==> config.mk <==
export PLATFORM = sky130hd
export DESIGN_NAME = gate_link_node
export DESIGN_NICKNAME = d
export VERILOG_FILES = /design/src/rtl/gate_link_pkg.sv /design/src/rtl/gate_rx_deser.sv /design/src/rtl/gate_link_node.sv
export SDC_FILE = /design/constraint.sdc
export NUM_CORES = 1
export LEC_CHECK = 0
export ABC_CLOCK_PERIOD_IN_PS = 1930
export CAP_MARGIN = 20
export CORE_UTILIZATION = 53
export CTS_CLUSTER_SIZE = 24
export DETAILED_ROUTE_END_ITERATION = 12
export PLACE_DENSITY = 0.83
export SLEW_MARGIN = 10
export SYNTH_ARGS = -nofsm -noshare
export SYNTH_HDL_FRONTEND = slang
export SYNTH_SLANG_ARGS = --single-unit
==> constraint.sdc <==
create_clock -name i_clk -period 1.93 [get_ports i_clk]
set_clock_uncertainty 0.2 [all_clocks]
set_input_delay 0.2895 -clock i_clk [delete_from_list [all_inputs] [get_ports i_clk]]
set_output_delay 0.2895 -clock i_clk [all_outputs]
set_load 0.02 [all_outputs]
==> src/rtl/gate_link_pkg.sv <==
// gate_link_pkg: shared width helper and tx state encoding for the gate-ring endpoint
package gate_link_pkg;
  localparam int DATA_W_DEF = 8;
  function automatic int cnt_w(input int w);
    return $clog2(w + 1);
  endfunction
  typedef enum logic {TX_IDLE = 1'b0, TX_SHIFT = 1'b1} tx_state_t;
endpackage

==> src/rtl/gate_rx_deser.sv <==
// gate_rx_deser: MSB-first frame receiver with ready flag and protocol-error pulse
module gate_rx_deser
  import gate_link_pkg::*;
#(
  parameter int DATA_W = DATA_W_DEF
) (
  input  logic              i_clk,
  input  logic              i_rst,
  input  logic              i_sync,
  input  logic              i_valid,
  input  logic              i_bit,
  input  logic              i_pull,
  output logic [DATA_W-1:0] o_word,
  output logic              o_ready,
  output logic              o_err
);
  localparam int CW = cnt_w(DATA_W);
  logic [CW-1:0] cnt;
  // overrun, or a pull with no complete frame waiting
  assign o_err = ~i_sync & ((i_pull & ~o_ready) | (i_valid & o_ready & ~i_pull));
  always_ff @(posedge i_clk or posedge i_rst) begin
    if (i_rst) begin
      cnt     <= '0;
      o_word  <= '0;
      o_ready <= 1'b0;
    end else if (i_sync) begin
      cnt     <= '0;
      o_word  <= '0;
      o_ready <= 1'b0;
    end else if (i_pull) begin
      cnt     <= CW'(i_valid);
      o_word  <= i_valid ? {o_word[DATA_W-2:0], i_bit} : o_word;
      o_ready <= 1'b0;
    end else if (i_valid && !o_ready) begin
      cnt     <= cnt + CW'(1);
      o_word  <= {o_word[DATA_W-2:0], i_bit};
      o_ready <= (cnt == CW'(DATA_W - 1));
    end
  end
endmodule

==> src/rtl/gate_link_node.sv <==
// gate_link_node: per-gate ring endpoint; answers sync, tx-start, rx-pull and step strobes
module gate_link_node
  import gate_link_pkg::*;
#(
  parameter int DATA_W = DATA_W_DEF
) (
  input  logic              i_clk,
  input  logic              i_rst,
  input  logic              i_gen_sync,
  input  logic              i_tx_start,
  input  logic              i_rx_pull,
  input  logic              i_clock,
  input  logic [DATA_W-1:0] i_init,
  input  logic              i_rx_valid,
  input  logic              i_rx_bit,
  output logic              o_tx_valid,
  output logic              o_tx_bit,
  output logic              o_tx_ready,
  output logic              o_rx_ready,
  output logic [DATA_W-1:0] o_state,
  output logic              o_err
);
  localparam int CW = cnt_w(DATA_W);
  tx_state_t         tx_st;
  logic [CW-1:0]     tx_cnt;
  logic [DATA_W-1:0] sh, rx_word, load;
  logic              rx_err, step_ok, err_ev;
  gate_rx_deser #(.DATA_W(DATA_W)) u_rx (
    .i_clk   (i_clk),
    .i_rst   (i_rst),
    .i_sync  (i_gen_sync),
    .i_valid (i_rx_valid),
    .i_bit   (i_rx_bit),
    .i_pull  (i_rx_pull),
    .o_word  (rx_word),
    .o_ready (o_rx_ready),
    .o_err   (rx_err)
  );
  assign step_ok = i_clock & o_rx_ready;
  // a step in the same cycle sends the state it is about to commit
  assign load    = step_ok ? rx_word : o_state;
  assign err_ev  = (i_tx_start & (tx_st == TX_SHIFT)) | (i_clock & ~o_rx_ready) | rx_err;
  always_ff @(posedge i_clk or posedge i_rst) begin
    if (i_rst) begin
      tx_st      <= TX_IDLE;
      tx_cnt     <= '0;
      sh         <= '0;
      o_tx_valid <= 1'b0;
      o_tx_bit   <= 1'b0;
      o_tx_ready <= 1'b1;
      o_state    <= '0;
      o_err      <= 1'b0;
    end else if (i_gen_sync) begin
      tx_st      <= TX_IDLE;
      tx_cnt     <= '0;
      o_tx_valid <= 1'b0;
      o_tx_bit   <= 1'b0;
      o_tx_ready <= 1'b1;
      o_state    <= i_init;
      o_err      <= 1'b0;
    end else begin
      if (step_ok) o_state <= rx_word;
      if (err_ev) o_err <= 1'b1;
      if (tx_st == TX_IDLE) begin
        if (i_tx_start) begin
          tx_st      <= TX_SHIFT;
          tx_cnt     <= CW'(1);
          sh         <= {load[DATA_W-2:0], 1'b0};
          o_tx_valid <= 1'b1;
          o_tx_bit   <= load[DATA_W-1];
          o_tx_ready <= 1'b0;
        end
      end else if (tx_cnt == CW'(DATA_W)) begin
        tx_st      <= TX_IDLE;
        o_tx_valid <= 1'b0;
        o_tx_bit   <= 1'b0;
        o_tx_ready <= 1'b1;
      end else begin
        tx_cnt   <= tx_cnt + CW'(1);
        sh       <= sh << 1;
        o_tx_bit <= sh[DATA_W-1];
      end
    end
  end
endmodule

Word-level counts from Yosys, hierarchy flattened
Cells that the tools add are included.

Flip-flop bits (word level): 38. Input port bits: 16. Output and inout port bits: 13.

$add $sub $neg: 2. Equal/unequal tests: 6. Mux-type cells: 37. Bitwise gates (word level): 13. Reductions and logical operators: 10.

Operators by type and width (number): 8-bit two-way mux (9); 4-bit two-way mux (7); 1-bit two-way mux (21); 4-bit by 1-bit adder with 4-bit output (second input constant) (2); 1-bit AND (7); 3-bit by 2-bit inequality test with 1-bit output (second input constant) (2); 2-bit AND reduction (3); 3-bit nonzero test (2); 4-bit by 3-bit equality test with 1-bit output (second input constant) (1); 4-bit equality test (second input constant) (1); 2-bit nonzero test (2); 3-bit inequality test (second input constant) (1); 1-bit inverter (3); 1-bit bitwise OR (3); 3-bit AND reduction (1); 2-bit inequality test (second input constant) (1); 1-bit logical AND (1); 1-bit zero test (1).

Depth between registers and ports, before layout
Word-level depth: 7. Mapped depth: 6. Depth with buffers taken out: 5.

Cells and area by module
From an unflattened synthesis, not the netlist that was laid out.

Cell total of the unflattened synthesis: 198. Area, all modules: 1919.3 µm².

Modules (own cells, without submodules): gate_link_node (instances 1, cells an instance 130, area each 1278.7 µm²); gate_rx_deser (instances 1, cells an instance 68, area each 640.6 µm²).

Worst setup path after synthesis
No wires, ideal clock.

Path kind: reg-to-reg. Start point: reg tx_cnt[0]. End point: reg tx_cnt[0]. Setup time: 0.121 ns. Data arrival time: 1.195 ns. Data required time: 1.609 ns. Setup slack: 0.414 ns. Stages on the path, launching flop included: 7. Period minus slack after synthesis: 1.516 ns. Path through: dfrtp_1 > inv_1 > ha_1 > nand4b_1 > and3b_1 > buf_6 > a22o_1.

Longest elaborated chain between the ends: 4. Elaborated cells between the ends (all ways): 7. Those cells by class: 1 x add/sub; 2 x eq/ne; 3 x mux; 1 x reduce/logical.

RTL lines: from (decl) (RTL line gate_link_node.sv:25) `logic [CW-1:0] tx_cnt;`; from (signal assigned) (RTL line gate_link_node.sv:79) `tx_cnt <= tx_cnt + CW'(1);`; 4-bit by 1-bit adder with 4-bit output (RTL line gate_link_node.sv:79); 4-bit two-way mux (RTL line gate_link_node.sv:73) `end else if (tx_cnt == CW'(DATA_W)) begin`; 4-bit two-way mux (RTL line gate_link_node.sv:64) `if (tx_st == TX_IDLE) begin`; 4-bit two-way mux (RTL line gate_link_node.sv:53) `end else if (i_gen_sync) begin`.

Parallel ways exist; a longest one is shown, timed or not. The select of a mux whose other input is x is not followed. A chain may end at the register's enable or synchronous reset.

Final worst setup path
Start point: reg o_state[6]. End point: out o_state[6].

RTL lines: from (decl) (RTL line gate_link_node.sv:20) `output logic [DATA_W-1:0] o_state,`; from (signal assigned) (RTL line gate_link_node.sv:59) `o_state <= i_init;`; from (signal assigned) (RTL line gate_link_node.sv:62) `if (step_ok) o_state <= rx_word;`.

No word-level cell between the ends.

==> impl_metrics.ini <==
[worst_setup_path]
critPathTopFamily = buffers and inverters
critPathSlowestCell = clkdlybuf4s50_1
path_buf_inv = 1
critical_path_arrival_ps = 1370
cp-end-kind = output port
startpoint_type = flop
cp_max_fo = 2
crit_type = flop to output port
critical_path_required_ps = 1440
path_cells = clkdlybuf4s50_1
max_stage_delay_ps = 630

[clocking]
hold_buffers = 0
cts-resized-gates = 1
cts_buffer_depth = 2
cts_tree = yes
htreeDepth = 2
root_buffer = clkbuf_4
cts.sinks = 37
post_cts_buffers = 0
path_clk_slew_ps = 110
numCtsBuffers = 5
insertion_delay_ps = 350

[die]
dieArea_mm2 = 0.00380
std_cell_rows = 21
coreArea_mm2 = 0.00336
die_y_um = 61.6
die_w_um = 61.6
io_pins = 29
initial_core_util_pct = 56.1

[detailed_routing]
drt_wl_total_um = 3910
vias = 1536
viasPerCell = 5.57
met1_length_um = 1870
detail-route-antenna-nets = 0
first_iter_violations = 111
highest_layer = met4
wl_met2_um = 1820
drt-wirelength-per-cell_um = 14.2
drc = 0
routed-wl-met3_um = 140
drtPass1Iterations = 4

[synth]
synth_nets = 215
synth_area_mm2 = 0.00189
synth_edf_count = 0
synthArstFlopShare_pct = 100
synth.yosys.warnings = 0
synth.distinct_cells = 41
syn_inst = 196
dominantRegCellSynth = dfrtp_1
yosysSeqAreaShare_pct = 49.2
syn_area_per_cell_um2 = 9.62
ys_ff_latch = 37

[sta]
clock.fmax_mhz = 538
hold_violations = 0
tns_ps = 0
slew_headroom_pct = 70.3
min_period_ps = 1860
setup_viol = 0
finalMaxSlewViolations = 0
tightest_slew_ps = 445
grt_setup_unrepaired = no
post-route-period-util_pct = 96.3

[cells_and_area]
area_growth_pct = 23.0
drive_gt1_share_pct = 9.57
final_cell_mix = dfrtp_1 (36), clkdlybuf4s50_1 (27), inv_1 (21)
diodes = 0
fin_area_mm2 = 0.00232
final_nets = 248
final_common_cell = dfrtp_1

[power_and_ir_drop]
p_sw_share_pct = 27.5
p_comb_share_pct = 18.3
powerDensity_mw_per_mm2 = 714
peakVddDrop_v = 0.000543
p_leak_nw = 1.07
seq_power_share_pct = 53.3
pwr-share-clk_pct = 28.4
power_switching_mw = 0.455
p_int_mw = 1.20

[status]
outcome = finished, final reports clean

[global_routing]
grt_pass1_wl_um = 6640
grt_usage_pct = 24.4
overflow = 0
grt_antenna_before_repair = 0
grt_pass1_vias = 1462
grt_max_degree = 29

[placed_design]
hpwl_um = 2810
place_area_mm2 = 0.00225
io_buffers = 28
gp_congestion = 0.824

[min_path]
hold_class = primary input to asynchronous set/reset pin

[run]
cap_violations = 0
## power by group through the flow
stage                     clock network [mW]  logic (mW)  registers (mW)
after global placement                     0       0.298           0.896
after CTS                              0.476       0.305           0.881
final                                  0.471       0.303           0.883
after global routing                   0.506       0.340           0.889
after detailed placement                   0       0.305           0.895
after floorplan                            0       0.158           0.911
## flip-flops by register name (all words and copies together), names as in the netlist
signal / flops
o_err: 1
o_state: 8
o_tx_bit: 1
o_tx_ready: 1
o_tx_valid: 1
sh: 7
tx_cnt: 4
tx_st: 1
u_rx.cnt: 4
u_rx.o_ready: 1
u_rx.o_word: 8
## path summary, 6_finish.rpt
kind	from	end	slack (ps)	cells after the start
max in group asynchronous	i_rst	u_rx.o_word[0]	1030	3
min in group i_clk	i_init[4]	o_state[4]	270	3
max	o_state[6]	o_state[6]	70	1
min reg2reg	o_tx_ready	o_tx_ready	270	2
min	i_rst	tx_cnt[2]	10	2
max reg2reg	tx_cnt[0]	sh[4]	140	5
## Yosys cell counts, types with 3 or more instances
library cell | instances | share of area (%)
dfrtp_1 | 36 | 48
inv_1 | 21 | 4.2
a21oi_1 | 20 | 5.3
o21ai_0 | 11 | 2.9
nor3_1 | 10 | 2.7
mux2i_1 | 9 | 4.8
nand3_1 | 9 | 2.4
and3_1 | 7 | 2.3
nand2b_1 | 7 | 2.3
a21boi_0 | 6 | 2.4
o31ai_1 | 6 | 2.4
buf_2 | 5 | 1.3
nand2_1 | 5 | 1.0
a22o_1 | 4 | 1.9
clkbuf_1 | 4 | 0.80
a211oi_1 | 3 | 1.2
ha_1 | 3 | 2.0
nor2_1 | 3 | 0.60
or2b_1 | 3 | 1.2
## stage by stage
stage | instances | utilization, % | setup slack (ps) | hold slack (ps) | total power [mW]
2_1_floorplan | 196 | - | 414 | 214 | 1.07
3_3_place_gp | 268 | 66.9 | 66.4 | 255 | 1.19
3_5_place_dp | 268 | 66.9 | 49.9 | 255 | 1.20
4_1_cts | 276 | 69.0 | 68.9 | 22.2 | 1.66
5_1_grt | 276 | 69.0 | 35.9 | 50.5 | 1.74
6_report | 276 | 69.0 | 71.9 | 12.1 | 1.66
## routing by layer
layer,track usage [%],up-vias
li1,-,751
met2,37.2,33
met4,10.5,0
met3,5.04,9
met5,0,-
met1,33.9,743
## worst reg2reg max path, cell delays in order (launching register included)
cell and delay, ps:
dfrtp_1 430, inv_1 70, ha_1 210, nand4b_1 120, and3b_1 460, mux2i_1 240
## layout make-up
class	count	area, um^2
timing repair buffer	39	374
inverter	21	78.8
tap	46	57.6
clock buffer	7	65.1
multi-input combinational	125	812
clock inverter	1	5.00
fill	288	1040
sequential	37	927
## cell families after synthesis
logic type / Yosys count / share of synthesized area (%)
muxes: 9 / 4.78
and+or+nand+nor: 56 / 17.3
xor gates and xnor gates: 1 / 0.465
buffers and inverters: 34 / 7.76
adders and majority gates: 3 / 1.99
AOI/OAI and AO/OA: 56 / 18.6
DFF: 37 / 49.2
Power figures use the tool's default switching activity.
